$ cat src/rtl/flow_accumulator_ci.sv
// flow_accumulator_ci
//   CPU custom-instruction block that accumulates optical-flow direction
//   flags into four saturating 16-bit counters and returns net or raw
//   vectors on request.
//
//   Ports
//     clock   : rising-edge clock for all state
//     resetn  : asynchronous active-low reset
//     start   : custom-instruction start strobe
//     valueA  : packed flow word, pixel i nibble [4i+3:4i] = {up,down,left,right}
//     valueB  : command, [1:0] op, [2] clear-after-read, [31:3] unused
//     ciN     : custom-instruction selector, matched against customInstructionId
//     done    : one-cycle completion pulse
//     result  : return value, zero whenever done is low
//
//   state | meaning
//   ------+------------------------------------------------------------
//   IDLE  | waiting for a start strobe addressed to this block
//   ACCUM | four beats, two pixels per beat, from the latched flow word
//   DONE  | done/result presented for one cycle, then back to IDLE
module flow_accumulator_ci #(
  parameter logic [7:0] customInstructionId = 8'd0
) (
  input  logic        clock,
  input  logic        resetn,
  input  logic        start,
  input  logic [31:0] valueA,
  input  logic [31:0] valueB,
  input  logic [7:0]  ciN,
  output logic        done,
  output logic [31:0] result
);

  typedef enum logic [1:0] {IDLE, ACCUM, DONE} state_t;

  state_t      state;
  logic [31:0] word;
  logic [2:0]  beat;
  logic [5:0]  tally;
  logic [15:0] cnt_up;
  logic [15:0] cnt_down;
  logic [15:0] cnt_left;
  logic [15:0] cnt_right;

  logic        accept;
  logic [7:0]  pair;
  logic [1:0]  inc_up;
  logic [1:0]  inc_down;
  logic [1:0]  inc_left;
  logic [1:0]  inc_right;
  logic [3:0]  pair_total;
  logic [5:0]  tally_next;
  logic [31:0] read_val;

  // Upper command bits carry no meaning for this block.
  logic unused_cmd_bits;
  assign unused_cmd_bits = ^valueB[31:3];

  function automatic logic [15:0] sat_add(input logic [15:0] c, input logic [1:0] inc);
    logic [16:0] s;
    s = {1'b0, c} + {15'd0, inc};
    return s[16] ? 16'hFFFF : s[15:0];
  endfunction

  // 17-bit difference of two unsigned counters, clamped to the signed
  // 16-bit range. Bits [16:15] disagree exactly when the value does not
  // fit in 16 signed bits.
  function automatic logic [15:0] sat_diff(input logic [15:0] p, input logic [15:0] m);
    logic [16:0] d;
    d = {1'b0, p} - {1'b0, m};
    if (d[16:15] == 2'b01)      return 16'h7FFF;
    else if (d[16:15] == 2'b10) return 16'h8000;
    else                        return d[15:0];
  endfunction

  assign accept = start && (ciN == customInstructionId) && (state == IDLE);

  always_comb begin
    pair = 8'd0;
    case (beat)
      3'd0:    pair = word[7:0];
      3'd1:    pair = word[15:8];
      3'd2:    pair = word[23:16];
      default: pair = word[31:24];
    endcase
    inc_up     = {1'b0, pair[7]} + {1'b0, pair[3]};
    inc_down   = {1'b0, pair[6]} + {1'b0, pair[2]};
    inc_left   = {1'b0, pair[5]} + {1'b0, pair[1]};
    inc_right  = {1'b0, pair[4]} + {1'b0, pair[0]};
    pair_total = {2'b00, inc_up} + {2'b00, inc_down}
               + {2'b00, inc_left} + {2'b00, inc_right};
    tally_next = tally + {2'b00, pair_total};
  end

  always_comb begin
    read_val = 32'd0;
    case (valueB[1:0])
      2'b01:   read_val = {sat_diff(cnt_down, cnt_up), sat_diff(cnt_right, cnt_left)};
      2'b10:   read_val = {cnt_up, cnt_down};
      2'b11:   read_val = {cnt_left, cnt_right};
      default: read_val = 32'd0;
    endcase
  end

  always_ff @(posedge clock or negedge resetn) begin
    if (!resetn) begin
      state     <= IDLE;
      word      <= 32'd0;
      beat      <= 3'd0;
      tally     <= 6'd0;
      cnt_up    <= 16'd0;
      cnt_down  <= 16'd0;
      cnt_left  <= 16'd0;
      cnt_right <= 16'd0;
      done      <= 1'b0;
      result    <= 32'd0;
    end else begin
      case (state)
        IDLE: begin
          done   <= 1'b0;
          result <= 32'd0;
          if (accept) begin
            if (valueB[1:0] == 2'b00) begin
              word  <= valueA;
              beat  <= 3'd0;
              tally <= 6'd0;
              state <= ACCUM;
            end else begin
              // Result is taken from the pre-clear counter values.
              result <= read_val;
              done   <= 1'b1;
              state  <= DONE;
              if (valueB[2]) begin
                cnt_up    <= 16'd0;
                cnt_down  <= 16'd0;
                cnt_left  <= 16'd0;
                cnt_right <= 16'd0;
              end
            end
          end
        end
        ACCUM: begin
          cnt_up    <= sat_add(cnt_up, inc_up);
          cnt_down  <= sat_add(cnt_down, inc_down);
          cnt_left  <= sat_add(cnt_left, inc_left);
          cnt_right <= sat_add(cnt_right, inc_right);
          tally     <= tally_next;
          if (beat == 3'd3) begin
            beat   <= 3'd0;
            state  <= DONE;
            done   <= 1'b1;
            result <= {26'd0, tally_next};
          end else begin
            beat <= beat + 3'd1;
          end
        end
        DONE: begin
          done   <= 1'b0;
          result <= 32'd0;
          state  <= IDLE;
        end
        default: begin
          done   <= 1'b0;
          result <= 32'd0;
          state  <= IDLE;
        end
      endcase
    end
  end

endmodule
$ cat config.mk
export PLATFORM = sky130hd
export DESIGN_NAME = flow_accumulator_ci
export DESIGN_NICKNAME = d
export VERILOG_FILES = /design/src/rtl/flow_accumulator_ci.sv
export SDC_FILE = /design/constraint.sdc
export NUM_CORES = 1
export LEC_CHECK = 0
export CAP_MARGIN = 15
export CORE_MARGIN = 2
export CORE_UTILIZATION = 61
export DETAILED_ROUTE_END_ITERATION = 8
export GPL_ROUTABILITY_DRIVEN = 0
export PLACE_DENSITY = 0.86
export SYNTH_ARGS = -nofsm -noshare
export SYNTH_HDL_FRONTEND = slang
export SYNTH_SLANG_ARGS = --single-unit
$ cat constraint.sdc
create_clock -name clock -period 11.97 [get_ports clock]
set_input_delay 1.7955 -clock clock [delete_from_list [all_inputs] [get_ports clock]]
set_output_delay 1.7955 -clock clock [all_outputs]
set_load 0.1 [all_outputs]
# Word-level counts from Yosys, hierarchy flattened
# Cells that the tools add are included.
[totals]
regBits = 140
inputBits = 75
out_inout_bits = 33
wordCells = 88
[classes]
n_addsub = 15
eq_ne = 16
muxes = 36
reduce_logical = 11
[ops]
columns = ["cell", "count"]
rows = [
  ["16-bit two-way mux", 11],
  ["16-bit case mux with 2 select lines", 4],
  ["32-bit two-way mux", 3],
  ["32-bit case mux with 3 select lines", 1],
  ["16-bit by 2-bit adder with 17-bit output", 4],
  ["32-bit case mux with 2 select lines", 1],
  ["16-bit by 16-bit subtractor with 17-bit output", 2],
  ["8-bit case mux with 3 select lines", 1],
  ["6-bit two-way mux", 2],
  ["6-bit case mux with 2 select lines", 1],
  ["3-bit two-way mux", 3],
  ["1-bit by 1-bit adder with 2-bit output", 4],
  ["2-bit by 1-bit equality test with 1-bit output (second input constant)", 4],
  ["2-bit equality test (second input constant)", 4],
  ["8-bit logical NOT", 1],
  ["2-bit inequality test (second input constant)", 4],
  ["6-bit by 4-bit adder with 6-bit output", 1],
  ["3-bit by 2-bit equality test with 1-bit output (second input constant)", 2],
  ["2-bit two-way mux", 3],
  ["3-bit case mux with 2 select lines", 1],
  ["3-bit AND reduction", 2],
  ["3-bit by 2-bit adder with 4-bit output", 1],
  ["4-bit by 2-bit adder with 4-bit output", 1],
  ["2-bit logical NOT", 2],
  ["other kinds (12)", 15],
]

# Longest topological paths before layout
[depth]
depth_word = 9
depth_mapped = 23
mapped_depth_nobuf = 21

# Worst setup path before layout
# No wires, ideal clock.
[synth_path]
path_type = "register to register"
startpoint = "register beat[1]"
endpoint = "register result[4]"
setup_ns = 0.138
arrival_ns = 4.406
required_ns = 11.832
path_slack_ns = 7.426
stages_incl_launch_ff = 24
path_cell_list = "dfrtp_1 > inv_1 > ha_1 > clkbuf_1 > nor3_1 > or2_2 > clkbuf_1 > nand2_1 > o21ai_0 > ha_1 > inv_1 > fa_1 > fa_1 > inv_1 > fa_1 > inv_1 > fa_1 > nor2b_1 > o21a_1 > nor3_1 > nor3_1 > mux2_2 > a21oi_1 > o211ai_1"
[synth_between]
elab_chain_cells = 9
[synth_rtl]
columns = ["item", "line", "text"]
rows = [
  ["start: declaration", "38", "logic [2:0] beat;"],
  ["start signal: assignment", "154", "beat <= beat + 3'd1;"],
  ["3-bit by 2-bit equality test with 1-bit output (tied with other cells)", "80", "case (beat)"],
  ["8-bit case mux with 3 select lines", "80", ""],
  ["1-bit by 1-bit adder with 2-bit output (on tied branches)", "86, 87", ""],
  ["2-bit by 2-bit adder with 3-bit output", "90", "pair_total = {2'b00, inc_up} + {2'b00, inc_down}"],
  ["3-bit by 2-bit adder with 4-bit output", "91", "+ {2'b00, inc_left} + {2'b00, inc_right};"],
  ["4-bit by 2-bit adder with 4-bit output", "91", ""],
  ["6-bit by 4-bit adder with 6-bit output", "92", "tally_next = tally + {2'b00, pair_total};"],
  ["32-bit two-way mux", "148", "if (beat == 3'd3) begin"],
  ["32-bit case mux with 2 select lines", "118", "case (state)"],
  ["end signal: assignment", "130", "result <= read_val;"],
  ["end signal: assignment", "152", "result <= {26'd0, tally_next};"],
  ["end: declaration", "31", "output logic [31:0] result"],
]
# Several ways; a longest one is shown, not always the timed one. The select of a mux whose other input is x is not followed.
# A chain may end at the register's enable or synchronous reset.

# Worst setup path in the final report
[layout_path]
startpoint = "register beat[0]"
endpoint = "register result[4]"
# The elaborated chain is that of the path after synthesis.

==> results.txt <==
worst reg2reg path startpoint = beat[0]$_DFFE_PN0P_
vias in the first global route = 8429
worst hold start = result[25]$_DFFE_PN0P_
drt first pass iters = 6
top-area cell type share of the netlist area = 0.3630
layout cells sized above 1 = 0.09146
setup bufs post-CTS = 0
Syn Area/Cell = 8.797 um2
initial core utilization = 0.6301
CTS tree = yes
initial antenna violation count = 0
Max-Cap Viols = 0
number of clock buffers inserted by TritonCTS = 17
Ant. Diodes = 0
fin nets = 1287
Crit. End Element = register
GRT Total Usage = 0.3217
# DRC = 0
Most used DFF post-synth = dfrtp_1
H-Tree Level Count = 4
final clock skew = 0.008567 ns
vias per inst = 6.511
maximum clock frequency = 195.9 MHz
boundary pin count = 108
peak supply drop = 0.1081 mV
sequential cell area fraction in the yosys report = 0.3630
RSZ-0062 raised after global routing = false
final slew viol count = 0
CP startpoint = beat[0]$_DFFE_PN0P_
post-synthesis cell area = 0.009651 mm2
slew margin rel. = 0.2234
Leak Pwr = 4.948 nW
Setup-failing EPs final = 0
clk buf depth = 2
Post-DP Area = 0.01053 mm2
Overall Power = 0.002118 W
WL/cell = 19.35 um
status = complete, no violations
design area = 0.01108 mm2
final wirelength = 26520 um
Cells after Synth = 1097
Post-Syn Nets = 1236
worst skew pair latency = 0.43 ns
Power Dens Cells = 191.1 mW/mm2
crit-path max FO = 9
Die X = 129.8 um
Clock Sinks = 140
grt total ovfl = 0
Synth Warn # = 0
Least-Margin Pin Slew = 1.161 ns
Fin Setup TNS = 0 ns
pin count of the biggest net entering global routing = 81
data arrival time of the critical path = 5.39 ns
die area = 0.01684 mm2
global-route wire length before repair = 42460 um
count of flip-flops with a built-in enable after synthesis = 0
Area contributors post-synth = dfrtp_1, o21ai_0, ha_1
Fin. Hold Viols = 0
CTS hold repair buffers = 0
height of the die = 129.8 um
Routed Antenna Nets = 0
area leader, netlist = dfrtp_1
vias post-DR = 8920
met2 WL = 12590 um
Met3 Wirelength = 1980 um
1st-iter DRT viols = 1088
Seq cells post-synth = 140
CTS root buffer = clkbuf_16
fin crit share = 0.4266
most common cell after layout, fill and taps aside = dfrtp_1
Final min period = 5.106 ns
worst hold-check path type = reg2reg
most frequent cells in the layout = dfrtp_1, o21ai_0, nand2_1
Area growth, synth to finish = 14.82%
Buffers on Ports = 78
Routed met1 length = 11330 um
crit path kind = reg2reg
post-synthesis async set-or-reset flop share = 1.000
PostCTS Resize Cnt = 0
Netlist cell types = 81
hpwl dp = 18140 um
Row Count = 45
Final Core Density = 0.7235
total core area = 0.01531 mm2
Clock transition at path regs = 0.06 ns
Req. time, crit path = 12.26 ns
Worst setup SP type = register
max layer used = met4
## per-layer routing
layer | global-route usage | vias to the layer above
li1 | - | 4110
met1 | 0.4457 | 4304
met4 | 0.09994 | 0
met3 | 0.05248 | 53
met5 | 0 | -
met2 | 0.5223 | 453
## layout make-up
type,count,area (um2)
Fill cell,1175,4234
Sequential cell,140,3503
Clock inverter,7,65.06
Inverter,76,285.3
Tap cell,211,264.0
Clock buffer,23,488.0
Multi-Input combinational cell,827,5638
Timing Repair Buffer,86,837.1
## metrics by stage
step	setup WS, ns	std cells	hold WS (ns)
2_1_floorplan	7.426	1097	0.4498
3_3_place_gp	7.224	1340	0.4605
3_5_place_dp	7.086	1340	0.4664
4_1_cts	6.897	1370	0.4789
5_1_grt	6.570	1370	0.5155
6_report	6.864	1370	0.4727
## where the power goes
| part | switching, W | internal, W |
|---|---|---|
| Clock | 0.000202 | 0.000304 |
| Combinational | 0.000564 | 0.000376 |
| Sequential | 0.000120 | 0.000552 |
| Total | 0.000886 | 0.00123 |
## worst paths after layout
check	end	slack, ns	cells after the start
worst min-delay path	result[25]$_DFFE_PN0P_	0.47	2
worst max-delay path	result[4]$_DFFE_PN0P_	6.86	21
worst min register to register	result[25]$_DFFE_PN0P_	0.47	2
min in group asynchronous	result[27]$_DFFE_PN0P_	1.42	1
max in group asynchronous	cnt_up[11]$_DFFE_PN0P_	9.25	2
worst max register to register	result[4]$_DFFE_PN0P_	6.86	21
## sequential cells by signal, summed over array words and instances, names as in the netlist, 3 cells and up
name and count:
cnt_up 16, cnt_left 16, cnt_down 16, word 32, beat 3, cnt_right 16
result 32, tally 6
## Yosys cell counts, drive strengths merged, types with 17 or more instances
cell / count
nand2: 97
a22o: 17
nor2: 66
nand3: 27
dfrtp: 140
a21oi: 85
inv: 76
clkbuf: 35
a21o: 29
ha: 52
o211ai: 18
mux2: 39
o21ai: 145
nor3: 21
a22oi: 20
buf: 19
## critical path, cell delays in order, from the launching register on
cell	delay (ns)
dfrtp_1	0.43
inv_1	0.11
ha_1	0.40
nor3_1	0.10
or2_2	0.39
nand2_1	0.11
o21ai_0	0.11
ha_1	0.35
inv_1	0.07
fa_1	0.51
fa_1	0.58
inv_1	0.08
fa_1	0.42
inv_1	0.09
fa_1	0.22
nor2b_1	0.08
o21a_1	0.18
nor3_1	0.13
nor3_1	0.08
mux2_2	0.29
a21oi_1	0.11
o211ai_1	0.11
## cells by family (layout without fill, tap and decap cells)
group | after synthesis | after routing | synth area share
compound gates | 408 | 408 | 0.2716
simple gates | 288 | 288 | 0.1466
flops | 140 | 140 | 0.3630
buf+inv | 130 | 192 | 0.05380
fa+ha+maj | 64 | 64 | 0.09231
mux | 43 | 43 | 0.05005
xor+xnor | 24 | 24 | 0.02256
(Power assumes the default switching activity.)
==> variant 1 (config.mk and constraints unchanged) <==
Re-encode `state_t` (3 states) as one-hot, 3 bits wide.
--- a/src/rtl/flow_accumulator_ci.sv
+++ b/src/rtl/flow_accumulator_ci.sv
@@ -31,7 +31,7 @@
   output logic [31:0] result
 );
 
-  typedef enum logic [1:0] {IDLE, ACCUM, DONE} state_t;
+  typedef enum logic [2:0] {IDLE = 3'b001, ACCUM = 3'b010, DONE = 3'b100} state_t;
 
   state_t      state;
   logic [31:0] word;
Check against the original RTL: same outputs for any inputs over 4 cycles, from zero or initial values and one cycle with resetn low; so few cycles prove little.
==> variant 1 against the original RTL <==
  * The flow now finishes with violations (design-rule violations)
  * Wire length shrank 1.4%
  * Worst hold slack gained 0.032 ns
  * Core utilization about the same
  * Count of clock-buffer cells in the layout shrank 3
  * Sequential share of layout area rose by 0.37 points
  * Die area decreased by 0.93%
  * Final area down 0.43%
  * Area after synthesis shrank 0.96%
  * Sequential cell count is 1 higher
  * Final cell count decreased by 2.8%
  * Setup slack worse by 0.14 ns
  * Highest routed layer unchanged
Power is not compared: it rests on default switching activity, and its combinational part moved more than twofold at a synthesized area within 25%.
==> variant 1: results (changes against the original RTL) <==
status: "finished, violations left"
violations: "design-rule violations"
min_to: "result[16]"
place_inst: 1301  # -2.9%
synth_fa_ha_area_frac: 0.0932  # +0.000894
pre_cts_ws_ns: 6.91  # -0.178 ns
ff2ff_path_depth: 20  # -4.8%
r2r-start: "beat[1]"
worst_pin_slew_ns: 1.11  # -0.0546 ns
totalWireLength_um: 26100  # -1.4%
cpPeakStageDelay_ns: 0.56  # -0.02 ns
grt_max_degree: 88  # +8.6%
first_global_vias: 8107  # -3.8%
drtIter0Drc: 1163  # +6.9%
synth-xor-area-share: 0.0257  # +0.00310
hp-start: "result[16]"
cp_data_arrival_time_ns: 5.55  # +0.16 ns
grt_usage: 0.318  # -0.00351
synthTopCellsByArea: "dfrtp_1 (37%), ha_1 (6.8%), o21ai_0 (6.2%)"
dr.pass1.iters: 7  # +1
largestRegisters: "result: 32 flops, word: 32 flops"
drcViolationCount: 2  # +2
fmax_mhz: 191  # -2.6%
muxShareOfSynthArea: 0.0724  # +0.0223
skew_ns: 0.0119  # +0.00338 ns
r2r_setup_slack_ns: 6.73  # -0.14 ns
drive_gt1_frac: 0.0830  # -0.00850
finalNetCount: 1248  # -3.0%
netlist_instances: 1059  # -3.5%
grt_pass1_wl_um: 41600  # -2.1%
via_per_inst: 6.54  # +0.37%
synth_compound_area_frac: 0.250  # -0.0218
fill_cells: 1101  # -6.3%
synth-seq-area-share: 0.369  # +0.00627
dp_hpwl_um: 17900  # -1.6%
synth_cell_types: 70  # -14%
synth_common_cells: "dfrtp_1 (140), o21ai_0 (119), nor2_1 (79), a21oi_1 (76), inv_1 (75)"
cts_buffers: 17  # unchanged
vias: 8705  # -2.4%
variant 1: cell types whose count changed in the layout (fill, tap and decap cells not counted), moves of 10 or more:
| cell | unedited run | this run |
|---|---|---|
| a211oi_1 | 3 | 14 |
| a22o_1 | 17 | 41 |
| a22oi_1 | 20 | 5 |
| and3_1 | 14 | 24 |
| mux2i_1 | 3 | 32 |
| nand2_1 | 96 | 63 |
| nor2_1 | 65 | 76 |
| o21ai_0 | 131 | 119 |
variant 1: power groups by stage:
stage / Clock (mW) / Combinational [mW] / Sequential, mW
finish: 0.544 / 0.0435 / 0.480
detailed placement: 0 / 0.0432 / 0.488
global placement: 0 / 0.0424 / 0.488
global route: 0.566 / 0.0473 / 0.479
floorplan: 0 / 0.0135 / 0.488
CTS: 0.544 / 0.0437 / 0.480
variant 1: cell type report:
type,instances,area share
Sequential cell,141,0.320
Tap cell,211,0.0239
Timing Repair Buffer,86,0.0759
Inverter,75,0.0255
Multi-Input combinational cell,788,0.501
Clock inverter,11,0.0128
Clock buffer,20,0.0414
variant 1: metrics by stage:
step,hold WS (ns),cell area (µm²),total power [mW]
floorplan,0.466,9560,0.502
global placement,0.489,10400,0.530
detailed placement,0.488,10400,0.531
CTS,0.509,11000,1.07
global route,0.527,11000,1.09
finish,0.505,11000,1.07
variant 1: how the worst max path moves through the flow:
stage | startpoint | endpoint | cells after the start
2_1_floorplan | beat[0] | result[4] | 22
3_3_place_gp | beat[1] | result[4] | 20
3_5_place_dp | beat[1] | result[4] | 20
4_1_cts | beat[1] | result[4] | 20
5_1_grt | beat[1] | result[4] | 20
6_report | beat[1] | result[4] | 20
variant 1: cell families (layout without fill, tap and decap cells):
group	count (synthesis)	after routing
flip-flops	141	141
buffers and inverters	130	192
adder cells (fa/ha/maj)	64	64
XOR/XNOR	28	28
AND/OR/NAND/NOR	263	263
AO/OA/AOI/OAI	368	368
multiplexers	65	65
variant 1: routing by layer:
layer	wire, µm	global-route usage	share of wire	vias up
met3	2320	0.0570	0.089	55
met4	694	0.110	0.027	0
li1	-	-	-	3953
met1	10900	0.445	0.42	4212
met2	12200	0.503	0.47	485
met5	0	0	0	-
variant 1: worst register-to-register path, delay by kind of cell, from the launching register on:
| kind | cells | cell delay, ns |
|---|---|---|
| fa+ha+maj | 6 | 2.65 |
| compound gates | 5 | 0.75 |
| simple gates | 4 | 0.71 |
| flops | 1 | 0.43 |
| buf+inv | 3 | 0.27 |
| mux | 1 | 0.17 |
| xor+xnor | 1 | 0.14 |
==> variant 2 (same flow settings) <==
Without the edit above. Reset style: synchronous (`resetn`), changed in one clocked block. Comments in the files are not updated.
--- a/src/rtl/flow_accumulator_ci.sv
+++ b/src/rtl/flow_accumulator_ci.sv
@@ -102,7 +102,7 @@
     endcase
   end
 
-  always_ff @(posedge clock or negedge resetn) begin
+  always_ff @(posedge clock) begin
     if (!resetn) begin
       state     <= IDLE;
       word      <= 32'd0;
Function: differs if resetn is asserted again (counterexample within 4 cycles, from zero or initial values and one cycle with resetn low); with resetn held inactive, the same outputs for 4 cycles.
==> variant 2 against the original RTL <==
  * Area after synthesis down 1.0%
  * Setup slack better by 0.24 ns
  * Core utilization down 0.32 points
  * Global-route usage up 1.1 points
  * Wire length up 4.5%
  * Sequential cell count unchanged
  * Critical endpoint is now result[4]
  * Via count up 8.7%
  * Final area down 0.80%
  * Count of clock-buffer cells in the layout down 6
  * Largest cell class unchanged
Power is not compared: it rests on default switching activity, and its combinational part moved more than twofold at a synthesized area within 25%.
==> variant 2: results (changes against the original RTL) <==
worst_pin_slew_ns: 1.03  # -0.136 ns
synth-seq-area-share: 0.293  # -0.0697
grt_max_degree: 111  # +37%
ys.flop_type: "dfxtp_1"
clk_pin_slew_ns: 0.07
drtIter0Drc: 1103  # +1.4%
synth_cell_types: 70  # -14%
peakVddDrop_uv: 99.4
place_inst: 1481  # +11%
yosys_warnings: 0  # unchanged
grt_usage: 0.333  # +0.0108
first_global_vias: 8991  # +6.7%
dp_hpwl_um: 18900  # +4.1%
drive_gt1_frac: 0.0514  # -0.0400
synth_common_cells: "nand2_1 (155), o21ai_0 (151), dfxtp_1 (140), nor2_1 (84), inv_1 (72)"
htree_levels: 4  # unchanged
synth.avg_cell_area_um2: 7.58  # -14%
cts_buffers: 17  # unchanged
clock_latency_ns: 0.43  # about the same
synthTopCellsByArea: "dfxtp_1 (29%), o21ai_0 (7.9%), ha_1 (6.8%)"
routedWlPerCell_um: 18.3  # -5.4%
clockRootBuffer: "clkbuf_16"
antenna_found_initial: 0  # unchanged
status: "complete, no violations"
p_leak_nw: 4.05
skew_ns: 0.00926  # +0.000695 ns
dr.pass1.iters: 7  # +1
post_cts_resized: 0  # unchanged
grt_pass1_wl_um: 44100  # +3.9%
via_per_inst: 6.40  # -1.7%
postCtsSetupBuffers: 0  # unchanged
cp_data_arrival_time_ns: 5.23  # -0.16 ns
async_flop_share: 0  # -1.00
vias: 9692  # +8.7%
finalNetCount: 1429  # +11%
==> variant 2: worst paths after layout <==
kind,startpoint,endpoint,slack (ns),cells after the start
max,beat[0],result[4],7.10,22
min,word[18],word[18],0.47,2
max reg2reg,beat[0],result[4],7.10,22
min reg2reg,word[18],word[18],0.47,2
==> variant 2: power breakdown <==
part           switching [mW]  total [mW]  internal [mW]
combinational          0.0158      0.0349         0.0190
clock                   0.232       0.569          0.336
sequential          0.0000436       0.466          0.466
total                   0.248        1.07          0.821
==> variant 2: routing by layer <==
layer | wire (µm) | global-route usage
met5 | 0 | 0
met3 | 2860 | 0.0698
met1 | 11100 | 0.432
met4 | 926 | 0.136
met2 | 12800 | 0.541
==> variant 2: area by class of cell <==
class	instances	area, µm²
clock buffer	17	425
clock inverter	15	203
fill	1174	4270
inverter	72	270
multi-input combinational	970	6170
sequential	140	2800
tap	211	264
timing repair buffer	89	853
==> variant 2: kinds of logic after synthesis <==
logic type | after synthesis | synth area share
compound gates | 442 | 0.297
xor+xnor | 27 | 0.0248
fa+ha+maj | 67 | 0.0964
buf+inv | 150 | 0.0618
flops | 140 | 0.293
mux | 18 | 0.0191
simple gates | 416 | 0.207
==> variant 2: critical path, stage by stage, from the launching register on <==
cell,delay (ns)
dfxtp_1,0.33
inv_1,0.12
ha_1,0.38
nor3_1,0.08
or2_2,0.36
nand2_1,0.10
o21ai_0,0.11
ha_1,0.35
inv_1,0.07
fa_1,0.49
fa_1,0.54
inv_1,0.05
fa_1,0.40
inv_1,0.08
fa_1,0.17
inv_1,0.06
a21o_1,0.18
a21oi_1,0.17
xnor2_1,0.13
nand2_1,0.10
o21ai_0,0.26
o21ai_0,0.11
a21oi_1,0.16
==> variant 2: through the flow <==
stage               worst slack [ns]  area [µm²]
finish                          7.10       11000
global route                    6.74       11000
CTS                             7.09       11000
detailed placement              7.15       10400
global placement                7.23       10400
floorplan                       7.52        9550
